**src/rtl/mac_pkg.sv**
```systemverilog
// Shared MAC-side constants and the TX arbiter state encoding.
package mac_pkg;

  localparam int ETH_MIN_FRAME   = 64;
  localparam int ETH_MAX_FRAME   = 1518;
  localparam int ETH_FCS_BYTES   = 4;
  localparam int ETH_DEFAULT_IFG = 12;

  typedef enum logic [1:0] {
    IDLE,
    PASS,
    DRAIN,
    IFG
  } arb_state_t;

endpackage

```
**src/rtl/mac_tx_arb_rr_pick.sv**
```systemverilog
// rr_pick: combinational round-robin picker; first request at or above ptr, modulo N.
module rr_pick #(
  parameter  int N = 4,
  localparam int W = (N > 1) ? $clog2(N) : 1
) (
  input  logic [N-1:0] req,
  input  logic [W-1:0] ptr,
  output logic [N-1:0] gnt,
  output logic [W-1:0] idx
);

  logic [W-1:0] j;
  logic         hit;

  // NOTE: every output of a combinational block gets a default before any branch,
  // otherwise paths that skip an assignment infer latches.
  always_comb begin
    gnt = '0;
    idx = '0;
    j   = '0;
    hit = 1'b0;
    for (int i = 0; i < N; i++) begin
      j = W'((int'(ptr) + i) % N);
      if (!hit && req[j]) begin
        hit    = 1'b1;
        idx    = j;
        gnt[j] = 1'b1;
      end
    end
  end

endmodule

```
**src/rtl/mac_tx_arb.sv**
```systemverilog
// Frame-granular round-robin arbiter feeding one MAC TX byte stream from N_SRC sources.
// Optional MAC_TX_ARB_STRICT_PRIO_EN: source 0 always wins arbitration when requesting.
module mac_tx_arb
  import mac_pkg::*;
#(
  parameter int N_SRC      = 4,
  parameter int MAX_BYTES  = ETH_MAX_FRAME - ETH_FCS_BYTES,
  parameter int IFG_CYCLES = ETH_DEFAULT_IFG
) (
  input  logic                     clk,
  input  logic                     rst_n,
  input  logic [N_SRC-1:0]         src_valid,
  output logic [N_SRC-1:0]         src_ready,
  input  logic [8*N_SRC-1:0]       src_data,
  input  logic [N_SRC-1:0]         src_last,
  output logic                     out_valid,
  input  logic                     out_ready,
  output logic [7:0]               out_data,
  output logic                     out_last,
  output logic [$clog2(N_SRC)-1:0] grant_id,
  output logic                     busy,
  output logic                     trunc_pulse,
  output logic [15:0]              frames_sent
);

  localparam int GW = $clog2(N_SRC);
  localparam int CW = $clog2(MAX_BYTES + 1);
  localparam int IW = (IFG_CYCLES > 1) ? $clog2(IFG_CYCLES) : 1;
  localparam logic [IW-1:0] IFG_LOAD = IW'((IFG_CYCLES > 0) ? IFG_CYCLES - 1 : 0);
  localparam arb_state_t GAP_STATE = (IFG_CYCLES == 0) ? IDLE : IFG;

  arb_state_t     state, state_nxt;
  logic [GW-1:0]  grant_id_nxt, rr_ptr, rr_ptr_nxt, grant_inc, pick_idx;
  logic [CW-1:0]  byte_cnt, byte_cnt_nxt;
  logic [IW-1:0]  ifg_cnt, ifg_cnt_nxt;
  logic [15:0]    frames_sent_nxt;
  logic           trunc_nxt;
  logic [N_SRC-1:0] pick_req, pick_gnt;
  logic           g_valid, g_last, force_last, xfer;

`ifdef MAC_TX_ARB_STRICT_PRIO_EN
  // Source 0 is handled outside the rotation, so it never competes in the picker.
  assign pick_req = {src_valid[N_SRC-1:1], 1'b0};
`else
  assign pick_req = src_valid;
`endif

  rr_pick #(.N(N_SRC)) u_pick (
    .req (pick_req),
    .ptr (rr_ptr),
    .gnt (pick_gnt),
    .idx (pick_idx)
  );

  assign g_valid    = src_valid[grant_id];
  assign g_last     = src_last[grant_id];
  assign force_last = (byte_cnt == CW'(MAX_BYTES - 1));
  assign xfer       = out_valid && out_ready;
  assign grant_inc  = (grant_id == GW'(N_SRC - 1)) ? '0 : grant_id + 1'b1;
  assign busy       = (state != IDLE);

  always_comb begin
    src_ready = '0;
    out_valid = 1'b0;
    out_data  = '0;
    out_last  = 1'b0;
    case (state)
      PASS: begin
        src_ready[grant_id] = out_ready;
        out_valid           = g_valid;
        out_data            = src_data[{grant_id, 3'b000} +: 8];
        out_last            = g_last | force_last;
      end
      DRAIN:   src_ready[grant_id] = 1'b1;
      default: ;
    endcase
  end

  always_comb begin
    state_nxt       = state;
    grant_id_nxt    = grant_id;
    rr_ptr_nxt      = rr_ptr;
    byte_cnt_nxt    = byte_cnt;
    ifg_cnt_nxt     = ifg_cnt;
    frames_sent_nxt = frames_sent;
    trunc_nxt       = 1'b0;
    case (state)
      IDLE: begin
`ifdef MAC_TX_ARB_STRICT_PRIO_EN
        if (src_valid[0]) begin
          grant_id_nxt = '0;
          state_nxt    = PASS;
        end else if (|pick_gnt) begin
          grant_id_nxt = pick_idx;
          state_nxt    = PASS;
        end
`else
        if (|pick_gnt) begin
          grant_id_nxt = pick_idx;
          state_nxt    = PASS;
        end
`endif
      end
      PASS: begin
        if (xfer) begin
          byte_cnt_nxt = byte_cnt + 1'b1;
          // A natural last wins over truncation when both land on the same byte.
          if (g_last || force_last) begin
            byte_cnt_nxt    = '0;
            frames_sent_nxt = frames_sent + 16'd1;
            trunc_nxt       = !g_last;
            ifg_cnt_nxt     = IFG_LOAD;
            state_nxt       = g_last ? GAP_STATE : DRAIN;
`ifdef MAC_TX_ARB_STRICT_PRIO_EN
            if (grant_id != '0) rr_ptr_nxt = grant_inc;
`else
            rr_ptr_nxt = grant_inc;
`endif
          end
        end
      end
      DRAIN: begin
        if (g_valid && g_last) begin
          ifg_cnt_nxt = IFG_LOAD;
          state_nxt   = GAP_STATE;
        end
      end
      IFG: begin
        if (ifg_cnt == '0) state_nxt   = IDLE;
        else               ifg_cnt_nxt = ifg_cnt - 1'b1;
      end
      default: state_nxt = IDLE;
    endcase
  end

  // NOTE: state registers use non-blocking assignments so every flop samples
  // pre-edge values regardless of statement order.
  always_ff @(posedge clk) begin
    if (!rst_n) begin
      state       <= IDLE;
      grant_id    <= '0;
      rr_ptr      <= '0;
      byte_cnt    <= '0;
      ifg_cnt     <= '0;
      frames_sent <= '0;
      trunc_pulse <= 1'b0;
    end else begin
      state       <= state_nxt;
      grant_id    <= grant_id_nxt;
      rr_ptr      <= rr_ptr_nxt;
      byte_cnt    <= byte_cnt_nxt;
      ifg_cnt     <= ifg_cnt_nxt;
      frames_sent <= frames_sent_nxt;
      trunc_pulse <= trunc_nxt;
    end
  end

endmodule

```
**config.mk**
```make
export PLATFORM = sky130hd
export DESIGN_NAME = mac_tx_arb
export DESIGN_NICKNAME = d
export VERILOG_FILES = /design/src/rtl/mac_pkg.sv /design/src/rtl/mac_tx_arb_rr_pick.sv /design/src/rtl/mac_tx_arb.sv
export SDC_FILE = /design/constraint.sdc
export NUM_CORES = 1
export LEC_CHECK = 0
export ABC_AREA = 1
export ABC_CLOCK_PERIOD_IN_PS = 2600
export CORE_ASPECT_RATIO = 1.75
export CORE_MARGIN = 8
export CORE_UTILIZATION = 45
export CTS_CLUSTER_DIAMETER = 50
export CTS_CLUSTER_SIZE = 12
export DETAILED_ROUTE_END_ITERATION = 8
export PLACE_DENSITY = 0.73
export REMOVE_ABC_BUFFERS = 1
export SLEW_MARGIN = 20
export SYNTH_ARGS = -nofsm -noshare
export SYNTH_HDL_FRONTEND = slang
export SYNTH_HIERARCHICAL = 1
export SYNTH_SLANG_ARGS = --single-unit
```
**constraint.sdc**
```tcl
create_clock -name clk -period 2.6 [get_ports clk]
set_input_delay 0.26 -clock clk [delete_from_list [all_inputs] [get_ports clk]]
set_output_delay 0.26 -clock clk [all_outputs]
set_load 0.005 [all_outputs]
```
Yosys cells after proc, flatten, opt, wreduce, memory -nomap -nowiden

Cells that the tools add are included.

Register bits: 38
Bits in latches: 0
Bits in writable memories: 0
Bits in read-only memories: 0
Input bits: 43
Memories kept: 0

$add $sub $neg: 7
Multiply operators: 0
Divide/modulo/power cells: 0
$lt $le $gt $ge: 10
Equal/unequal tests: 11
Shift-type cells: 1
Multiplexer cells: 51
Bitwise operators: 5
Reductions and logical operators: 26

Operator list:

| operator                | number |
|---|---|
| $mux W4                 | 8 |
| $shiftx A32 B6 Y8       | 1 |
| $mux W2                 | 10 |
| $mux W1                 | 17 |
| $add A16 B1 Y16 const B | 1 |
| $lt A2 B3 Y1 const B    | 5 |
| $bmux W1 S2             | 6 |
| $ne A2 B2 Y1 const B    | 6 |
| $or A4 B4 Y4            | 3 |
| $pmux W4 S3             | 1 |
| $add A11 B1 Y11 const B | 1 |
| $eq A11 B11 Y1 const B  | 1 |
| $mux W11                | 1 |
| $demux W1 S2            | 5 |
| $ge A2 B1 Y1 const B    | 5 |
| $logic_and A1 B1 Y1     | 10 |
| $reduce_and A5 Y1       | 2 |
| $mux W8                 | 1 |
| $pmux W2 S4             | 1 |
| $pmux W4 S2             | 1 |
| $eq A2 B2 Y1 const B    | 3 |
| $add A2 B1 Y2 const B   | 2 |
| $add A2 B2 Y2 const B   | 2 |
| $and A4 B4 Y4           | 1 |
| other kinds (13)        | 17 |

Longest topological paths before layout

Depth after elaboration: 15
Gate-level depth with buffers: 19

Hierarchy

Netlist, hierarchy kept.

Modules (own cells, without submodules):

| module     | instances | cells each | area an instance (µm²) |
|---|---|---|---|
| mac_tx_arb | 1         | 424        | 2705.1 |
| rr_pick    | 1         | 82         | 515.5 |

Worst setup path before layout

No wires, ideal clock.

Path type: reg2reg
From: register rr_ptr[1]
To: register state[1]
Data arrival time: 2076 ps
Required time: 2487 ps
Slack: 412 ps
Stages on the path, launching flop included: 17
Buffers on the path: 0
Clock period less this slack: 2188 ps
Path through: dfxtp_1 bufinv_8 ha_1 inv_1 nand3_1 nand2_1 nor2_2 a21oi_1 nand3_1 nor2_1 nand2_1 o21ai_0 inv_1 nand2_1 nor2_1 nor2_1 nor2_1

Cells in the longest elaborated chain, start to end: 15
Elaborated cells between the ends (all ways): 50
Those cells by class: 3 x add/sub; 8 x order compare; 1 x eq/ne; 23 x mux; 3 x bitwise; 12 x reduce/logical

RTL lines:

| item                                                                  | RTL line                 | source |
|---|---|---|
| start, declared                                                       | mac_tx_arb.sv:33         | `logic [GW-1:0] grant_id_nxt, rr_ptr, rr_ptr_nxt, grant_inc, pick_idx;` |
| start signal, assigned                                                | mac_tx_arb.sv:150        | `rr_ptr <= rr_ptr_nxt;` |
| parallel branches: the longest is 11 deep, another holds $lt A2 B3 Y1 | --                       |  |
| $mux W4 (*)                                                           | mac_tx_arb_rr_pick.sv:24 | `if (!hit && req[j]) begin` |
| via pick_gnt[3]                                                       | mac_tx_arb.sv:38         | `logic [N_SRC-1:0] pick_req, pick_gnt;` |
| $reduce_or A4 Y1 (*)                                                  | mac_tx_arb.sv:98         | `if (\|pick_gnt) begin` |
| $ne A2 B2 Y1 (no line) (*)                                            | --                       |  |
| $reduce_and A5 Y1 (no line) (*)                                       | --                       |  |
| end signal, assigned                                                  | mac_tx_arb.sv:148        | `state <= state_nxt;` |
| end, declared                                                         | mac_tx_arb.sv:32         | `arb_state_t state, state_nxt;` |

Mark *: on every way through the listed nets, which the timed path passes. The select of a mux whose other input is x is not followed.
A chain may end at the register's enable or synchronous reset.

Final worst setup path

From: register state[1]
To: output port src_ready[0]

Cells in the longest elaborated chain, start to end: 2
Elaborated cells between the ends (all ways): 3
Those cells by class: 2 x eq/ne; 1 x mux

RTL lines:

| item                                                | RTL line         | source |
|---|---|---|
| $eq A2 B2 Y1 / $eq A2 B1 Y1 (equally long branches) | mac_tx_arb.sv:67 | `case (state)` |
| $pmux W4 S2 (*)                                     | mac_tx_arb.sv:67 |  |
| end, declared                                       | mac_tx_arb.sv:13 | `output logic [N_SRC-1:0] src_ready,` |

Every way passes the cells marked *; elsewhere a longest branch is shown, timed or not.

==> key figures <==
Synthesis
  • Post-synthesis compound-gate area fraction: 13.52%
  • Cell taking the most area after synthesis: dfxtp_1
  • Mean Syn Cell Area: between 6 and 7 um^2
  • Area contributors post-synth: dfxtp_1 (24%), nand2_1 (14%), nor2_1 (9.6%), nand3_1 (7.1%), ha_1 (6.6%)
  • Post-synthesis cell type count: 42
  • Post-synthesis cell area: between 3000 and 4000 um^2
  • Main combinational cell family by area after synthesis: simple AND/OR/NAND/NOR gates
  • Synth Area in XOR/XNOR: 1.904%
  • Mux cell area share after synthesis: 0%
  • Post-synthesis sequential area ratio: 23.62%
  • Yosys top cell area share: a little under a quarter
  • #FFs+latches synth: 38
  • Synthesized instance count: between 500 and 600
  • Simple-Gate Fraction of Synth Area: about 44%
  • Post-synthesis adder-cell area fraction: 6.605%
  • Yosys warns: 6

Floorplan
  • Initial Util: 45.49%
  • Top Ports: 77
  • Die Y-Extent: 127.9 um
  • Row cnt: 41
  • Core region area: 7079 um^2
  • Die area: 10230 um^2
  • Die W: 79.95 um

Power and ir drop
  • Sw Ratio: 41.68%
  • Seq pwr share: 25.6%
  • Clock network power share: 23.7%
  • Total power: 2.935 mW
  • Pwr dens: 695.4 nW/um^2
  • Leak: between 1.5 and 2 nW
  • Pint: 1.712 mW
  • Worst IR drop on VDD: 538.7 uV
  • Comb pwr share: 50.8%
  • Psw: 1.223 mW

Drt
  • Detailed-route DRC error count: 0
  • Routed wire per std cell: 13.57 um
  • Initial drt markers: 143
  • Routed WL: ~9100 um
  • Routed Antenna Nets: 0
  • Vias: 3463
  • Avg Vias per Cell: 5.169
  • TritonRoute pass-1 iters: 5

Timing
  • Setup Viol. Count Final: 0
  • Max-slew headroom: 61.04%
  • Time the worst path needs with I/O delays and setup: 2.377 ns
  • Final Hold Vio Count: 0
  • Tightest Pin Transition: 0.5800 ns
  • Final period utilization: 91.41%
  • RSZ-0062 raised after global routing: no
  • Final WS setup: 0.2232 ns
  • TNS Setup: 0 ns
  • Max Fclk: 420.7 MHz
  • Final Skew: about 0.0044 ns
  • Max Slew Vio Count: 0

Cells and area
  • Share of layout cells above drive strength 1: 10.45%
  • Number of diodes: 0
  • Filler instances: 699
  • Final core utilization: between 50% and 60%
  • Area growth, synth to finish: 31.04%
  • Layout Nets: 643

Clock network
  • Clock tree from TritonCTS: done
  • Clk buf depth: 2
  • CTS sink count: 38
  • Clock latency on the worst-skew pair: ~0.29 ns
  • Clk root buf: clkbuf_16
  • CTS H-Tree Depth: 2
  • Reg clk slew, reported paths: 0.06 ns
  • CTS Buf Count: 5

Placement
  • IO buf count: 76
  • GPL Wtd Cong: between 0.8 and 0.9
  • Post-place setup slack: 0.3095 ns
  • Post-DP HPWL: 7206 um

Hold path
  • Hold Crit Class: register to register

Run status
  • Status: complete, no violations

Critical path
  • Setup Crit Path Kind: register to output port
  • Worst setup EP type: output port
  • CP Max Fanout: 5
  • Worst EP required: 2.34 ns
  • Arrival @ worst endpoint: 2.12 ns
  • Crit start category: register

GRT
  • Initial antenna violation count: 0
  • Vias in the first global route: 3420
  • GRT Util Overall: a little under a fifth
  • Global route overflow: 0
  • Global-route wire length before repair: between 15000 and 20000 um
  • Pin count of the biggest net entering global routing: 26

Job
  • Maxcap violations: 0
-- timing repair --
item	in CTS	in global routing
setup endpoints to repair	0	6
resized for setup	0	6
hold buffers	0	0
buffers inserted	0	0
-- cell usage after synthesis, drive strengths merged --
cell / count
buf: 7
nand3: 50
or2: 1
and3: 1
xor2: 6
o21a: 1
bufinv: 1
clkbuf: 4
clkinv: 2
xnor2: 1
o21bai: 2
nand4: 7
dfxtp: 38
nor3: 13
nand2: 133
a31oi: 1
ha: 17
nor2: 87
nor4: 1
inv: 59
a21boi: 4
o21ai: 34
a21oi: 33
nor3b: 3
-- metrics by stage --
stage          hold slack [ns]  instance area, um^2  std cells
5_1_grt                 0.5316                 4220        670
3_5_place_dp            0.4867                 4048        662
3_3_place_gp            0.4756                 4048        662
2_1_floorplan           0.3770                 3142        495
6_report                0.4972                 4220        670
4_1_cts                 0.4963                 4213        670
-- layer usage --
layer  vias to the layer above  track usage (%)  part of all wire (%)
li1                       1778                -                     -
met1                      1589            17.94                    37
met5                         -                0                     0
met4                         0            9.698                   3.5
met3                        23            3.230                   3.1
met2                        73            33.96                    56
-- flip-flops by register name, indices dropped and copies added, names as in the netlist --
signal       cells
frames_sent     16
trunc_pulse      1
grant_id         2
ifg_cnt          4
state            2
byte_cnt        11
rr_ptr           2
-- power by group through the flow --
| stage | combinational [mW] | sequential [mW] | clock [mW] |
|---|---|---|---|
| 3_3_place_gp | 1.46 | 0.751 | 0 |
| 5_1_grt | 1.67 | 0.762 | 0.732 |
| 6_report | 1.49 | 0.750 | 0.694 |
| 4_1_cts | 1.49 | 0.743 | 0.717 |
| 3_5_place_dp | 1.48 | 0.754 | 0 |
| 2_1_floorplan | 0.947 | 0.772 | 0 |
-- worst max-delay path, cell delays in order, from the launching register on --
cell and delay, ns:
dfxtp_1 0.40, inv_1 0.09, ha_1 0.25, nand2_2 0.15
inv_1 0.10, o21ai_1 0.29, nor2_1 0.09, clkdlybuf4s50_1 0.46
-- layout by cell type, fill, tap and decap left out, types with 3 or more instances in the layout --
| cell type | instances |
|---|---|
| nand2_1 | 119 |
| nor2_1 | 82 |
| clkdlybuf4s50_1 | 76 |
| inv_1 | 53 |
| nand3_1 | 46 |
| dfxtp_1 | 37 |
| o21ai_0 | 29 |
| a21oi_1 | 24 |
| ha_1 | 17 |
| nor3_1 | 11 |
| a21oi_2 | 9 |
| nand2_2 | 7 |
| nand4_1 | 7 |
| xor2_1 | 6 |
| clkbuf_16 | 5 |
| inv_2 | 4 |
| nand2_4 | 4 |
| buf_4 | 4 |
| a21boi_0 | 4 |
| o21ai_1 | 3 |
| nand3_2 | 3 |
| nand2_8 | 3 |
-- kinds of logic after synthesis --
| group | Yosys count |
|---|---|
| xor gates and xnor gates | 7 |
| DFF | 38 |
| and+or+nand+nor | 296 |
| adders and majority gates | 17 |
| AOI/OAI and AO/OA | 75 |
| buffers and inverters | 73 |
-- layout make-up --
class	count	area [um^2]	share of cell area (%)
multi-input combinational	395	2125	50.34
timing repair buffer	81	802.0	19.00
tap	86	107.6	2.550
clock buffer	5	125.1	2.965
sequential	38	762.0	18.06
clock inverter	3	40.04	0.9487
inverter	62	259.0	6.137
-- worst paths after layout --
path / from / endpoint / slack [ns] / cells past startpoint
worst max-delay path: state[1]$_SDFFE_PN0P_ / src_ready[0] / 0.22 / 7
worst min-delay path: byte_cnt[8]$_SDFFE_PN0P_ / byte_cnt[8]$_SDFFE_PN0P_ / 0.50 / 2
worst max register to register: rr_ptr[1]$_SDFFE_PN0P_ / state[1]$_SDFFE_PN0P_ / 0.32 / 18
worst min register to register: byte_cnt[8]$_SDFFE_PN0P_ / byte_cnt[8]$_SDFFE_PN0P_ / 0.50 / 2
Power figures use the tool's default switching activity.
